`config.mk`:
```
export PLATFORM = sky130hd
export DESIGN_NAME = weight_settler
export DESIGN_NICKNAME = d
export VERILOG_FILES = /design/src/rtl/weight_settler.sv
export SDC_FILE = /design/constraint.sdc
export NUM_CORES = 1
export LEC_CHECK = 0
export BUFFER_PORTS_ARGS = -buffer_cell sky130_fd_sc_hd__buf_4
export CORE_MARGIN = 4
export CORE_UTILIZATION = 40
export CTS_CLUSTER_SIZE = 28
export DETAILED_ROUTE_END_ITERATION = 12
export HOLD_SLACK_MARGIN = 0.15
export SETUP_SLACK_MARGIN = 0.02
export SYNTH_ARGS = -nofsm -noshare
export SYNTH_HDL_FRONTEND = slang
export SYNTH_SLANG_ARGS = --single-unit
export TNS_END_PERCENT = 100
```
`constraint.sdc`:
```
create_clock -name clk -period 4.8 [get_ports clk]
set_clock_uncertainty 0.15 [all_clocks]
set_input_delay 0.24 -clock clk [delete_from_list [all_inputs] [get_ports clk]]
set_output_delay 0.24 -clock clk [all_outputs]
set_load 0.02 [all_outputs]
```
`src/rtl/weight_settler.sv`:
```
// Load-cell conditioning: debounces raw samples into a settled weight that moves only after
// N consecutive in-tolerance samples, with a clean return to 0 when the platform empties.
module weight_settler #(
  parameter int unsigned W         = 12,
  parameter int unsigned LOG2_N    = 2,
  parameter int unsigned TOL       = 8,
  parameter int unsigned EMPTY_THR = 5,
  parameter int unsigned TIMEOUT   = 16
) (
  input  logic         clk,
  input  logic         reset,
  input  logic         sample_valid,
  input  logic [W-1:0] raw_weight,
  output logic [W-1:0] weight,
  output logic         changed,
  output logic         settling,
  output logic         unstable
);

  localparam int unsigned N  = 1 << LOG2_N;
  localparam int unsigned SW = W + LOG2_N;
  localparam int unsigned CW = LOG2_N + 1;
  localparam int unsigned TW = $clog2(TIMEOUT + 1);

  typedef enum logic {StStable, StSettling} state_e;

  state_e          state_q, state_d;
  logic [W-1:0]    weight_q, weight_d;
  logic [W-1:0]    cand_q, cand_d;
  logic [CW-1:0]   cnt_q, cnt_d;
  logic [SW-1:0]   sum_q, sum_d;
  logic [TW-1:0]   tcnt_q, tcnt_d;
  logic            changed_q, changed_d;
  logic            unstable_q, unstable_d;

  logic [W-1:0]    q;
  logic [CW-1:0]   cnt_n;
  logic [SW-1:0]   sum_n;
  logic [SW-1:0]   avg_full;
  logic [W-1:0]    avg;
  logic [TW-1:0]   tcnt_n;

  // Signed W+1-bit difference so full-scale deviations never wrap.
  function automatic logic in_tol(input logic [W-1:0] a, input logic [W-1:0] b);
    logic signed [W:0] d;
    d = $signed({1'b0, a}) - $signed({1'b0, b});
    if (d < 0) d = -d;
    return $unsigned(d) <= (W+1)'(TOL);
  endfunction

  always_ff @(posedge clk) begin
    if (!reset) begin
      state_q    <= StStable;
      weight_q   <= '0;
      cand_q     <= '0;
      cnt_q      <= '0;
      sum_q      <= '0;
      tcnt_q     <= '0;
      changed_q  <= 1'b0;
      unstable_q <= 1'b0;
    end else begin
      state_q    <= state_d;
      weight_q   <= weight_d;
      cand_q     <= cand_d;
      cnt_q      <= cnt_d;
      sum_q      <= sum_d;
      tcnt_q     <= tcnt_d;
      changed_q  <= changed_d;
      unstable_q <= unstable_d;
    end
  end

  always_comb begin
    q        = (raw_weight < W'(EMPTY_THR)) ? '0 : raw_weight;
    tcnt_n   = (tcnt_q == TW'(TIMEOUT)) ? tcnt_q : tcnt_q + 1'b1;
    if (in_tol(q, cand_q)) begin
      cnt_n = cnt_q + 1'b1;
      sum_n = sum_q + SW'(q);
    end else begin
      cnt_n = CW'(1);
      sum_n = SW'(q);
    end
    avg_full = sum_n >> LOG2_N;
    avg      = (avg_full[W-1:0] < W'(EMPTY_THR)) ? '0 : avg_full[W-1:0];

    state_d    = state_q;
    weight_d   = weight_q;
    cand_d     = cand_q;
    cnt_d      = cnt_q;
    sum_d      = sum_q;
    tcnt_d     = tcnt_q;
    changed_d  = 1'b0;
    unstable_d = unstable_q;

    if (sample_valid) begin
      unique case (state_q)
        StStable: begin
          if (!in_tol(q, weight_q)) begin
            state_d = StSettling;
            cand_d  = q;
            cnt_d   = CW'(1);
            sum_d   = SW'(q);
            tcnt_d  = TW'(1);
          end
        end
        StSettling: begin
          if (!in_tol(q, cand_q)) cand_d = q;
          if (cnt_n == CW'(N)) begin
            state_d    = StStable;
            weight_d   = avg;
            changed_d  = (avg != weight_q);
            cnt_d      = '0;
            sum_d      = '0;
            tcnt_d     = '0;
            unstable_d = 1'b0;
          end else begin
            cnt_d  = cnt_n;
            sum_d  = sum_n;
            tcnt_d = tcnt_n;
            if (tcnt_n == TW'(TIMEOUT)) unstable_d = 1'b1;
          end
        end
        default: state_d = StStable;
      endcase
    end
  end

  always_comb begin
    weight   = weight_q;
    changed  = changed_q;
    settling = (state_q == StSettling);
    unstable = unstable_q;
  end

endmodule
```
== Yosys cells after proc, flatten, opt, wreduce, memory -nomap -nowiden ==
Cells that the tools add are included.

* Reduce and logical (&&, ||, !) cells: 6
* Magnitude comparators: 7
* Equal/unequal tests: 6
* Bitwise logic cells: 1
* Mux-type cells: 28
* Add/sub/neg operators: 7

{| class="wikitable"
|+ Operators by type and width
! cell !! number
|-
| 2-to-1 mux 13 bit || 6
|-
| 2-to-1 mux 12 bit || 4
|-
| 2-to-1 mux 14 bit || 3
|-
| less-or-equal comparator 13 x 4 -> 1 bit (second input constant) || 3
|-
| one-hot mux 14 bit (2 select lines) || 1
|-
| less-than comparator 13 x 1 -> 1 bit (second input constant) || 2
|-
| negation 13 bit || 2
|-
| subtractor 12 x 12 -> 13 bit || 2
|-
| less-than comparator 12 x 3 -> 1 bit (second input constant) || 2
|-
| one-hot mux 12 bit (2 select lines) || 1
|-
| 2-to-1 mux 5 bit || 3
|-
| adder 14 x 12 -> 14 bit || 1
|-
| != test 12 bit || 1
|-
| equality test 5 bit (second input constant) || 2
|-
| one-hot mux 5 bit (2 select lines) || 1
|-
| 2-to-1 mux 3 bit || 3
|-
| AND reduction 3 bit || 3
|-
| one-hot mux 3 bit (2 select lines) || 1
|-
| adder 5 x 1 -> 5 bit (second input constant) || 1
|-
| 2-to-1 mux 1 bit || 4
|-
| != test 2 bit (second input constant) || 2
|-
| AND reduction 4 bit || 1
|-
| adder 3 x 1 -> 3 bit (second input constant) || 1
|-
| equality test 3 bit (second input constant) || 1
|-
| 4 further kinds || 4
|}

* Logic and storage cells: 63
* Register bits after elaboration: 49
* Output and inout bits: 15

== Longest topological paths before layout ==
* Depth after elaboration: 10
* Depth in mapped cells: 20
* Depth with buffers taken out: 19

== Worst setup path before layout ==
OpenSTA, ideal clock, no wires.

* Path kind: input -> register
* Start: in raw_weight[7]
* End: reg changed_q, in the netlist changed
* Setup time: 0.124 ns
* Path slack: 0.392 ns
* Required time: 4.526 ns
* Stages on the path: 18
* Arrival: 4.134 ns
* Cell sequence: nor4_1 > nand4_1 > nand2_1 > inv_1 > fa_1 > xnor2_1 > nor4bb_1 > mux2i_1 > a2111oi_1 > or3_1 > o2111ai_1 > or4_1 > buf_6 > a2111o_1 > nand3_1 > o2111ai_1 > nor3_1 > a31oi_1

* Cells in the longest elaborated chain, start to end: 10

{| class="wikitable"
|+ Ends and longest elaborated chain
! element !! RTL line !! RTL
|-
| start: declaration || 13 || <nowiki>input logic [W-1:0] raw_weight,</nowiki>
|-
| less-than comparator 12 x 3 -> 1 bit * || 74 || <nowiki>q = (raw_weight < W'(EMPTY_THR)) ? '0 : raw_weight;</nowiki>
|-
| 2-to-1 mux 12 bit * || 74 ||
|-
| net q[1] || 36 || <nowiki>logic [W-1:0] q;</nowiki>
|-
| subtractor 12 x 12 -> 13 bit || 46 || <nowiki>d = $signed({1'b0, a}) - $signed({1'b0, b});</nowiki>
|-
| negation 13 bit / less-than comparator 13 x 1 -> 1 bit (equally long branches) || 47 || <nowiki>if (d < 0) d = -d;</nowiki>
|-
| 2-to-1 mux 13 bit || 47 ||
|-
| less-or-equal comparator 13 x 4 -> 1 bit || 48 || <nowiki>return $unsigned(d) <= (W+1)'(TOL);</nowiki>
|-
| 2-to-1 mux 14 bit || 76 || <nowiki>if (in_tol(q, cand_q)) begin</nowiki>
|-
| less-than comparator 12 x 3 -> 1 bit || 84 || <nowiki>avg = (avg_full[W-1:0] < W'(EMPTY_THR)) ? '0 : avg_full[W-1:0];</nowiki>
|-
| 2-to-1 mux 12 bit || 84 ||
|-
| != test 12 bit || 111 || <nowiki>changed_d = (avg != weight_q);</nowiki>
|-
| end signal: assignment || 68 || <nowiki>changed_q <= changed_d;</nowiki>
|-
| end: declaration || 33 || <nowiki>logic changed_q, changed_d;</nowiki>
|}

The timed path passes the listed nets; every way through them passes the cells marked *.
A chain may end at the register's enable or synchronous reset.

== Worst setup path in the final report ==
* Start: in raw_weight[7]
* End: reg weight_q[8], in the netlist weight[8]

* Cells in the longest elaborated chain, start to end: 9

{| class="wikitable"
|+ Ends and longest elaborated chain
! element !! RTL line !! RTL
|-
| less-than comparator 12 x 3 -> 1 bit || 74 ||
|-
| 2-to-1 mux 12 bit * || 74 ||
|-
| subtractor 12 x 12 -> 13 bit || 46 ||
|-
| negation 13 bit / less-than comparator 13 x 1 -> 1 bit (equally long branches) || 47 ||
|-
| 2-to-1 mux 13 bit || 47 ||
|-
| less-or-equal comparator 13 x 4 -> 1 bit || 48 ||
|-
| 2-to-1 mux 14 bit / 2-to-1 mux 3 bit (equally long branches) || 76 ||
|-
| less-than comparator 12 x 3 -> 1 bit / equality test 3 bit (equally long branches) || 84, 108 ||
|-
| 2-to-1 mux 12 bit / AND reduction 3 bit (equally long branches) || -- ||
|-
| end signal: assignment || 63 || <nowiki>weight_q <= weight_d;</nowiki>
|-
| end: declaration || 28 || <nowiki>logic [W-1:0] weight_q, weight_d;</nowiki>
|}

Every way passes the cells marked *; elsewhere a longest branch is shown, timed or not.

==> results.txt <==
The detail-routed via count per cell is 5.89. The terminating pin of the worst hold path is tcnt_q[2]. The achievable frequency came out at 0.212 GHz.

The cell type with the highest occurrence count on the critical path is buf_4. The die is 120 µm tall. The netlist area before placement is 0.00500 mm². The first-pass iteration count of the detailed router is 6.

The number of antenna violations at the first check in global routing is 0. 0 antenna diodes ended up in the layout. The final layout contains routed wiring with a total length of 16300 µm. Across the run, the number of max-cap violations was 0.

The number of cell instances on the worst register-to-register path is 16. The number of hold-repair buffers added at the cts stage is 0. For the pin with the worst max-slew slack, the measured transition is 706 ps.

The number of failing setup endpoints in the final timing report is 0. The register-to-register setup slack came out at 450 ps. The buffer and inverter count on the worst path is 6. The startpoint-to-endpoint class of the critical path is input port to flop. In this run the horizontal extent of the chip is 120 µm.

The proportion of synthesized chip area in sequential cells is 19.6%. The CTS tree is built. The largest vdd supply drop came out at 0.000146 V. Synthesis produced 656 cells. The flip-flop and latch count after synthesis is 49.

The worst setup path is captured at a flop. The share of synthesized flip-flops with an asynchronous set or reset came out at 0%. Dividing the detail-routed wire length by the instance count gives 18.1 µm. The placed wire-length estimate came out at 12500 µm. At the worst endpoint, the required time is 4800 ps. The number of buffer cells added on primary ports came out at 29. The I/O pin count is 30. Once layout is complete, the utilization of the core stands at 51.0%. In this run the critical register-to-register path is captured at weight[8]. The placed cell count came out at 890. The starting density of the core came out at 41.3%. The flow ran to the end, and the final reports show no timing, DRC or antenna violations. The worst pin sits at a relative slew slack of 52.8%. The tightest min-delay check is of the input port to flop type. The startpoint of the most critical register-to-register path is cand_q[0]. The wire length of the first global-routing pass is 25400 µm. The yosys synthesis warning count is 0. The core region is 0.0121 mm². The overall overflow remaining after global route came out at 0.

The first routing iteration left 393 violations. The synthesized area per cell came out at 7.63 µm². The portion of synthesized cell area occupied by the leading cell type came out at 19.6%. The proportion of layout cells with a drive suffix above 1 is 20.1%.

The clock period minus final worst setup slack came out at 4720 ps. Clock-pin slew was measured on the worst setup and hold paths at 70 ps. The worst setup path is launched from an input port. For this run, the leading register cell type out of synthesis is dfxtp_1.

The worst path arrival time is 4730 ps. For this design the ratio of total power to cell area is 235 mW/mm². The residual antenna-violating net count after detailed routing came out at 0. The largest buffer count on any clock path came out at 2. The remaining routing DRC violations is 0. In the finished design, the share of the clock period the worst path needs comes to 98.4%. The area added between synthesis and finish came out at 23.4%. The net count of the finished layout is 788. The number of cells in the finished layout apart from fillers is 900.

Clock tree synthesis inserted a total of 5 buffers. The biggest cell delay along the critical path came out at 530 ps. The floorplan die area came out at 0.0144 mm². When the netlist entered floorplanning its net count stood at 713.

The largest individual stage delay along the critical path comes from the cell or4_1. The via count of the first global-routing pass is 4851. Counting the fill cells in the layout gives 1213.

The worst hold path begins at sample_valid. Walking the worst path, the cells encountered are buf_4 > nor4_4 > buf_4 > nand4_1 > nand2_1 > ha_1 > inv_1 > fa_2 > xnor2_2 > nor4bb_1 > mux2i_1 > a2111oi_2 > or3_1 > o2111ai_1 > or4_1 > buf_4 > buf_4 > nor3_4 > buf_4 > mux2i_1 > nor2_1. The H-tree depth reported by CTS came out at 2. The worst hold path passes through 3 cells. The unique cell type count in the Yosys netlist is 78. The kind of cell with the highest combined delay along the critical path is simple AND/OR/NAND/NOR gates.

The overall fraction of global-route tracks in use came out at 21.7%. Clock latency on the worst-skew pair, taken at its later pin, is 290 ps. The final max-slew violation count came out at 0. The maximum net fanout on the critical path is 8. In the post-synthesis netlist, the biggest area contributors are dfxtp_1, ha_1, mux2i_1.

The leakage power came out at 2.55 nW. The total clock sinks came out at 49. The number of flops mapped to enable cells by yosys came out at 0. Routability-driven placement finished with a final weighted congestion of 0.927.

The cell row count came out at 40. Final hold analysis gives a worst-case slack of 169 ps. The number of endpoints with negative hold slack in the final report is 0.

The root buffer cell chosen for the clock tree is clkbuf_16. The largest net degree at the start of global routing came out at 38. The cell taking the most area after synthesis is dfxtp_1. Across all layers, the routed design uses 5298 vias.
## worst reg2reg max path, cell delays in order (launching register included)
cell and delay [ps]:
dfxtp_1 380, ha_1 180, inv_1 50, fa_2 370, xnor2_2 230, nor4bb_1 420
mux2i_1 190, a2111oi_2 350, or3_1 170, o2111ai_1 120, or4_1 530, buf_4 200
buf_4 170, nor3_4 240, buf_4 200, mux2i_1 220, nor2_1 60
## kinds of logic after synthesis
| logic type | Yosys count | share of synthesized area (%) |
|---|---|---|
| fa+ha+maj | 43 | 11.2 |
| compound gates | 193 | 26.8 |
| flops | 49 | 19.6 |
| mux | 28 | 5.70 |
| simple gates | 222 | 23.2 |
| xor+xnor | 38 | 6.65 |
| buf+inv | 83 | 6.90 |
## Yosys cell counts (all sizes together) (8+ instances only)
| library cell | instances |
|---|---|
| inv | 47 |
| nand2 | 50 |
| nor3 | 19 |
| nand4 | 16 |
| or3 | 8 |
| ha | 39 |
| o31ai | 14 |
| xor2 | 15 |
| a21oi | 44 |
| dfxtp | 49 |
| buf | 16 |
| nor2 | 51 |
| clkbuf | 20 |
| a211oi | 13 |
| xnor2 | 23 |
| nand3 | 21 |
| mux2i | 24 |
| o21ai | 37 |
| nand2b | 11 |
| a21o | 9 |
| o21a | 8 |
## metrics by stage
stage	area (µm²)	setup WS (ps)	total power, mW	setup TNS, ps
CTS	6050	50.7	1.43	0
detailed placement	5850	-422	0.969	-13700
global route	6170	-143	1.53	-883
finish	6170	77.5	1.45	0
global placement	5850	-263	0.959	-7860
floorplan	5000	392	0.793	0
## where the power goes
part           internal, mW  switching, mW  total (mW)
sequential            0.422         0.0103       0.433
clock                 0.298          0.160       0.458
combinational         0.240          0.322       0.562
total                 0.961          0.492        1.45
## repair_timing
item,4_1_cts,5_1_grt
buffers inserted,0,1
gates resized for setup,3,23
endpoints found under the setup margin,29,47
pin swaps,1,7
hold endpoints to repair,0,0
cloned,0,1
## state kept, by name, indices dropped and copies added (netlist names)
signal and flops:
settling 1, weight 12, cand_q 12, tcnt_q 5, unstable 1, cnt_q 3
changed 1, sum_q 14
## final cells by class
type | instances | area (µm²) | share of cell area, %
Clock buffer | 5 | 125 | 2.03
Clock inverter | 3 | 65.1 | 1.05
Inverter | 47 | 176 | 2.86
Multi-Input combinational cell | 524 | 3790 | 61.3
Sequential cell | 49 | 981 | 15.9
Tap cell | 168 | 210 | 3.40
Timing Repair Buffer | 104 | 831 | 13.5
## routing by layer
metal | global-route usage, % | vias to the layer above | part of all wire [%]
met1 | 32.0 | 2523 | 48
met2 | 34.0 | 163 | 44
met4 | 4.22 | 0 | 1.9
met3 | 2.73 | 24 | 5.6
met5 | 0 | - | 0
li1 | - | 2588 | -
## placed cells by master (no fill, tap or decap), drive strengths merged, types with 8 or more instances in the layout
master  count
buf       103
nor2       51
nand2      50
dfxtp      49
inv        47
a21oi      44
ha         39
o21ai      37
mux2i      24
xnor2      23
nand3      21
nor3       19
nand4      16
xor2       15
o31ai      14
a211oi     13
nand2b     11
a21o        9
o21a        8
or3         8
## worst max-delay path by stage
stage	from	endpoint	slack, ps	cells after the start
after floorplan	raw_weight[7]	changed	390	18
after global placement	raw_weight[7]	changed	-260	22
after detailed placement	raw_weight[7]	cand_q[10]	-420	19
after CTS	raw_weight[7]	cand_q[10]	50	19
after global routing	raw_weight[7]	changed	-140	22
final	raw_weight[7]	weight[8]	80	21
(Power assumes the default switching activity.)
